--- src/rtl/pipe_addsub.sv ---
`default_nettype none
// ============================================================================
//  Module      : pipe_addsub
//  Description : Pipelined add/subtract unit. The WIDTH-bit add is split into
//                STAGES carry-chained slices, one slice per register stage.
//                Produces carry, signed-overflow and zero flags. Uses a
//                valid/ready handshake with full-pipeline stall and a flush.
//  Revision    : 1.0  initial release
// ============================================================================
//  WIDTH must be an exact multiple of STAGES (1 <= STAGES <= WIDTH).
// ============================================================================
module pipe_addsub #(
   parameter int WIDTH  = 32,
   parameter int STAGES = 2,
   parameter int TAG_W  = 5
) (
   input  logic             clk,
   input  logic             rst,
   input  logic             flush,
   input  logic             in_valid,
   output logic             in_ready,
   input  logic [WIDTH-1:0] a,
   input  logic [WIDTH-1:0] b,
   input  logic             sub,
   input  logic [TAG_W-1:0] tag_in,
   output logic             out_valid,
   input  logic             out_ready,
   output logic [WIDTH-1:0] s,
   output logic             carry,
   output logic             ovf,
   output logic             zero,
   output logic [TAG_W-1:0] tag_out
);

   localparam int c_cw = WIDTH / STAGES;   // slice width handled per stage

   // The whole pipeline moves together; a stalled result freezes every stage.
   logic w_adv;
   assign w_adv    = !out_valid | out_ready;
   assign in_ready = w_adv & !flush;

   for (genvar k = 0; k < STAGES; k++) begin : g_stage
      // Operand bits not yet added when entering this stage, and result bits
      // complete after this stage.
      localparam int c_inw  = WIDTH - k * c_cw;
      localparam int c_resw = (k + 1) * c_cw;

      logic [c_inw-1:0]  w_ain;
      logic [c_inw-1:0]  w_bin;    // already conditionally inverted for sub
      logic              w_cin;
      logic              w_vin;
      logic [TAG_W-1:0]  w_tin;
      logic [c_cw-1:0]   w_sum;
      logic              w_cout;
      logic [c_resw-1:0] w_res;

      logic              r_v;
      logic [c_resw-1:0] r_s;
      logic              r_c;
      logic [TAG_W-1:0]  r_tag;

      if (k == 0) begin : g_first
         // Subtraction is a + ~b + 1: invert b once here, inject the +1 as cin.
         assign w_ain = a;
         assign w_bin = b ^ {WIDTH{sub}};
         assign w_cin = sub;
         assign w_vin = in_valid;
         assign w_tin = tag_in;
         assign w_res = w_sum;
      end else begin : g_next
         assign w_ain = g_stage[k-1].g_fwd.r_a;
         assign w_bin = g_stage[k-1].g_fwd.r_b;
         assign w_cin = g_stage[k-1].r_c;
         assign w_vin = g_stage[k-1].r_v;
         assign w_tin = g_stage[k-1].r_tag;
         assign w_res = {w_sum, g_stage[k-1].r_s};
      end

      assign {w_cout, w_sum} = {1'b0, w_ain[c_cw-1:0]}
                             + {1'b0, w_bin[c_cw-1:0]}
                             + {{c_cw{1'b0}}, w_cin};

      // Stage register: valid bit is killed by flush, data only moves on advance.
      always_ff @(posedge clk) begin
         if (rst) begin
            r_v   <= 1'b0;
            r_s   <= '0;
            r_c   <= 1'b0;
            r_tag <= '0;
         end else begin
            if (flush) begin
               r_v <= 1'b0;
            end else if (w_adv) begin
               r_v <= w_vin;
            end
            if (w_adv) begin
               r_s   <= w_res;
               r_c   <= w_cout;
               r_tag <= w_tin;
            end
         end
      end

      if (k < STAGES - 1) begin : g_fwd
         logic [c_inw-c_cw-1:0] r_a;
         logic [c_inw-c_cw-1:0] r_b;

         // Carry the still-unprocessed upper operand slices forward.
         always_ff @(posedge clk) begin
            if (rst) begin
               r_a <= '0;
               r_b <= '0;
            end else if (w_adv) begin
               r_a <= w_ain[c_inw-1:c_cw];
               r_b <= w_bin[c_inw-1:c_cw];
            end
         end
      end else begin : g_last
         logic r_ovf;
         logic r_zero;

         // Flags are built from the final slice so they always belong to the
         // same operation as the registered result.
         always_ff @(posedge clk) begin
            if (rst) begin
               r_ovf  <= 1'b0;
               r_zero <= 1'b0;
            end else if (w_adv) begin
               r_ovf  <= (w_ain[c_cw-1] == w_bin[c_cw-1]) &
                         (w_sum[c_cw-1] != w_ain[c_cw-1]);
               r_zero <= ~|w_res;
            end
         end
      end
   end

   assign out_valid = g_stage[STAGES-1].r_v;
   assign s         = g_stage[STAGES-1].r_s;
   assign carry     = g_stage[STAGES-1].r_c;
   assign tag_out   = g_stage[STAGES-1].r_tag;
   assign ovf       = g_stage[STAGES-1].g_last.r_ovf;
   assign zero      = g_stage[STAGES-1].g_last.r_zero;

endmodule
`default_nettype wire

--- config.mk ---
export PLATFORM = sky130hd
export DESIGN_NAME = pipe_addsub
export DESIGN_NICKNAME = d
export VERILOG_FILES = /design/src/rtl/pipe_addsub.sv
export SDC_FILE = /design/constraint.sdc
export NUM_CORES = 1
export LEC_CHECK = 0
export BUFFER_PORTS_ARGS = -buffer_cell sky130_fd_sc_hd__buf_4
export CAP_MARGIN = 20
export CORE_MARGIN = 10
export CORE_UTILIZATION = 39
export CTS_CLUSTER_DIAMETER = 120
export DETAILED_ROUTE_END_ITERATION = 8
export GPL_ROUTABILITY_DRIVEN = 0
export PLACE_DENSITY = 0.62
export SYNTH_ARGS = -nofsm -noshare
export SYNTH_HDL_FRONTEND = slang
export SYNTH_SLANG_ARGS = --single-unit
--- constraint.sdc ---
create_clock -name clk -period 4 [get_ports clk]
set_input_delay 0.4 -clock clk [delete_from_list [all_inputs] [get_ports clk]]
set_output_delay 0.4 -clock clk [all_outputs]
set_load 0.02 [all_outputs]
==> summary.md <==
| Metric | Value |
|---|---|
| # DRC | 0 |
| Clock group share of total power | 0.353 |
| Reg-to-reg critical path startpoint | g_stage[0].r_c |
| Placeable core region | 0.0126 sq mm |
| Fraction of met3 tracks used by global routing | 0.0425 |
| Number of global-route vias before repair | 4491 |
| Critical path peak fanout | 3 |
| Pre-Repair DR Iteration Count | 7 |
| Initial Util | 0.398 |
| Reported max-cap violation count | 0 |
| Data required time at the worst endpoint | 4270 ps |
| Worst-case clock buffer depth | 2 |
| Pin count of the biggest net entering global routing | 103 |
| Combined area of all synthesized cells | 0.00503 sq mm |
| Capturing element type of the critical path | flop |
| Hold Path Stages | 2 |
| Port Buf Inserts | 116 |
| Total area of multi-input combinational cells | 0.00297 sq mm |
| Number of fill cells | 1275 |
| Cell Area, Placed | 0.00603 sq mm |
| Number of primary I/O pins | 117 |
| Type of origin of the critical path | flop |
| Combinational cell fraction of total power | 0.241 |
| Reported net switching power | 0.793 mW |
| Global-route wire length before repair | 22300 um |
| Dpl ws | 606 ps |
| Area of all placed cells without fillers | 0.00636 sq mm |
| Fin crit share | 0.856 |
| Synth top area cells | sky130_fd_sc_hd__dfxtp_1 (38%), sky130_fd_sc_hd__nand2_1 (10%), sky130_fd_sc_hd__a21oi_1 (8.1%), sky130_fd_sc_hd__ha_1 (7.5%), sky130_fd_sc_hd__xnor2_1 (5.9%) |
| Post-DRT Antenna Nets | 0 |
| Worst Reg-to-Reg Cells | 9 |
| Achievable Freq | 0.292 GHz |
| IR Drop Worst-Case VDD | 0.224 mV |
| Total vias in the final route | 4560 |
| Die height | 134 um |
| CTS tree | yes |
| Footprint of the flip-flops and latches | 0.00192 sq mm |
| Worst clock skew | 5.60 ps |
| Synthesized Nets | 731 |
| Cell Count, Final, Fillers Out | 893 |
| Cell Pwr Density | 434 mW/mm^2 |
| Row count | 41 |
| DP Cell Count | 877 |
| Die Wd | 134 um |
| Worst Hold Class | input port to flop |
| Data arrival time of the worst path | 3690 ps |
| Post-DP HPWL | 10300 um |
| Die Area | 0.0178 sq mm |
| Fraction of power consumed by sequential logic | 0.406 |
| Cell at the root of the clock tree | sky130_fd_sc_hd__clkbuf_16 |
| Count of endpoints failing setup in the final report | 0 |
| Endpoint of the worst register-to-register path | zero |
| Hold path endpoint | out_valid |
| Post-CTS setup-driven buffer insertion count | 0 |
| Syn_area_per_cell | 8.07 sq um |
| Global Route met1 Usage | 0.198 |
| Post-detailed-route wirelength per cell | 15.3 um |
| Routing layer with the top usage in global route | met2 |
| Design Power | 2.76 mW |
| Initial DRC Count | 244 |
| Sinks on Clock Net | 96 |
| Min Clock Period, post-route | 3420 ps |
| Register-to-register path setup slack | 580 ps |
| Actual slew at the worst max-slew pin | 1020 ps |
| Most frequent cells after synthesis | sky130_fd_sc_hd__nand2_1 (140), sky130_fd_sc_hd__dfxtp_1 (96), sky130_fd_sc_hd__a21oi_1 (81), sky130_fd_sc_hd__nor2_1 (34), sky130_fd_sc_hd__xnor2_1 (34) |
| Clock buffer count from CTS | 9 |
| Nets | 824 |
| Most instantiated library cell after synthesis | sky130_fd_sc_hd__nand2_1 |
| Routed via count divided by cell count | 5.11 |
| Number of synthesis warnings | 0 |
| Total track usage | 0.151 |
| Fraction of post-synthesis cell area in the top cell type by area | 0.382 |
| Total gr overflow | 0 |
| Number of antenna violations at the first check in global routing | 0 |
| Post-synthesis sequential element count | 96 |
| Static Leak | 2.83 nW |
| Start point of the worst hold path | flush |
| Final WL | 13700 um |
| Summed negative setup slack over all endpoints | 0 ps |
| Count of cells resized by post-cts repair | 0 |
| Share of total power consumed by net switching | 0.287 |
| Antenna Diode Count | 0 |
| Instance count of the mapped netlist | 623 |
| Prevailing post-synth register cell | sky130_fd_sc_hd__dfxtp_1 |
| CTS Hold Bufs | 0 |
| EDFF count, synth | 0 |
| Clk pin slew, worst setup/hold paths | 70 ps |
| Proportion of register bits with asynchronous set or reset after synthesis | 0 |
| Biggest area consumer among synthesized cells | sky130_fd_sc_hd__dfxtp_1 |
| H-tree levels | 3 |
| Post-layout worst setup margin | 576 ps |
| Library cells used by synthesis | 48 |
| Total internal power | 1.97 mW |
| Number of hold violations in the final report | 0 |
| Share of cells above drive strength 1 | 0.197 |
| Layout area overhead | 26.5% |
| Worst relative slew slack | 0.320 |
| Sequential area share after synthesis | 0.382 |
| Global-route met2 utilization | 0.227 |
| Worst skew pair latency | 350 ps |
| Number of slew-limit violations in the final report | 0 |
| Outcome | finished clean |
| Kind of critical path | flop to flop |
| RSZ-0062 raised after global routing | no |
==> metal layers <==
metal / share of wire / vias to the layer above
li1: - / 2357
met1: 0.48 / 2068
met2: 0.44 / 120
met3: 0.062 / 15
met4: 0.018 / 0
met5: 0 / -
==> worst max-delay path by stage <==
stage	startpoint	to	slack [ps]
after floorplan	sub	g_stage[0].r_c	360
after global placement	g_stage[0].r_c	zero	710
after detailed placement	g_stage[0].r_c	zero	610
after CTS	g_stage[0].r_c	zero	590
after global routing	g_stage[0].r_c	zero	440
final	g_stage[0].r_c	zero	580
==> logic make-up (layout without fill, tap and decap cells) <==
logic type      count (synthesis)  after routing  synth area share
flops                          96             96             0.382
simple gates                  241            241             0.209
fa+ha+maj                      33             33            0.0866
compound gates                157            157             0.196
buf+inv                        41            139            0.0306
xor+xnor                       53             53            0.0923
mux                             2              2           0.00423
==> state kept, by name, indices dropped and copies added, names as in the netlist <==
name and cells:
tag_out 5, g_stage.r_tag 5, ovf 1, carry 1, g_stage.r_v 1, s 32
g_stage.r_c 1, g_stage.g_fwd.r_b 16, g_stage.g_fwd.r_a 16, out_valid 1, zero 1, g_stage.r_s 16
==> final cells by class <==
class,instances,share of cell area
sequential,96,0.302
clock buffer,9,0.0354
clock inverter,7,0.0173
tap,172,0.0338
inverter,4,0.00236
timing repair buffer,119,0.142
multi-input combinational,486,0.467
==> power by group through the flow <==
stage | logic [mW] | registers, mW | clock network (mW)
floorplan | 0.395 | 1.17 | 0
global placement | 0.657 | 1.14 | 0
detailed placement | 0.667 | 1.14 | 0
CTS | 0.671 | 1.12 | 0.994
global route | 0.742 | 1.13 | 1.03
finish | 0.667 | 1.12 | 0.974
==> through the flow <==
step / hold slack [ps] / util
finish: 245 / 0.504
global route: 240 / 0.504
CTS: 230 / 0.504
detailed placement: 445 / 0.477
global placement: 438 / 0.477
floorplan: 432 / -
==> critical path, cell delays in order, from the launching register on <==
cell and delay, ps:
sky130_fd_sc_hd__dfxtp_1 330, sky130_fd_sc_hd__fa_1 490, sky130_fd_sc_hd__fa_1 450, sky130_fd_sc_hd__a21o_1 210
sky130_fd_sc_hd__a21oi_2 150, sky130_fd_sc_hd__xnor2_1 100, sky130_fd_sc_hd__or4_1 550, sky130_fd_sc_hd__or4_1 410
sky130_fd_sc_hd__or4_1 430, sky130_fd_sc_hd__o31ai_2 230
==> cell usage in the layout (no fill, tap or decap), types with 2 or more instances in the layout <==
master                      synthesis  final
sky130_fd_sc_hd__nand2_1          140    140
sky130_fd_sc_hd__buf_4              0    118
sky130_fd_sc_hd__dfxtp_1           96     96
sky130_fd_sc_hd__a21oi_1           81     81
sky130_fd_sc_hd__nor2_1            34     34
sky130_fd_sc_hd__xnor2_1           34     34
sky130_fd_sc_hd__ha_1              30     30
sky130_fd_sc_hd__a211oi_1          23     23
sky130_fd_sc_hd__nor3_1            22     22
sky130_fd_sc_hd__xor2_1            19     19
sky130_fd_sc_hd__a21o_1            12     12
sky130_fd_sc_hd__nand3_1           12     12
sky130_fd_sc_hd__o21ai_0            9      9
sky130_fd_sc_hd__clkbuf_16          0      9
sky130_fd_sc_hd__o21a_1             7      7
sky130_fd_sc_hd__o21bai_1           6      6
sky130_fd_sc_hd__or3_1              6      6
sky130_fd_sc_hd__nor4_1             5      5
sky130_fd_sc_hd__inv_1              4      4
sky130_fd_sc_hd__or4_1              4      4
sky130_fd_sc_hd__clkinv_2           0      4
sky130_fd_sc_hd__nand4_1            3      3
sky130_fd_sc_hd__a211o_1            3      3
sky130_fd_sc_hd__fa_1               3      3
sky130_fd_sc_hd__bufinv_16          0      3
sky130_fd_sc_hd__and3_1             2      2
sky130_fd_sc_hd__and2_1             2      2
sky130_fd_sc_hd__a41oi_1            2      2
sky130_fd_sc_hd__o31ai_1            2      2
sky130_fd_sc_hd__nand3b_1           2      2
sky130_fd_sc_hd__a221oi_1           2      2
sky130_fd_sc_hd__nor3b_1            2      2
Note: power is estimated with default switching activity, not from simulation.
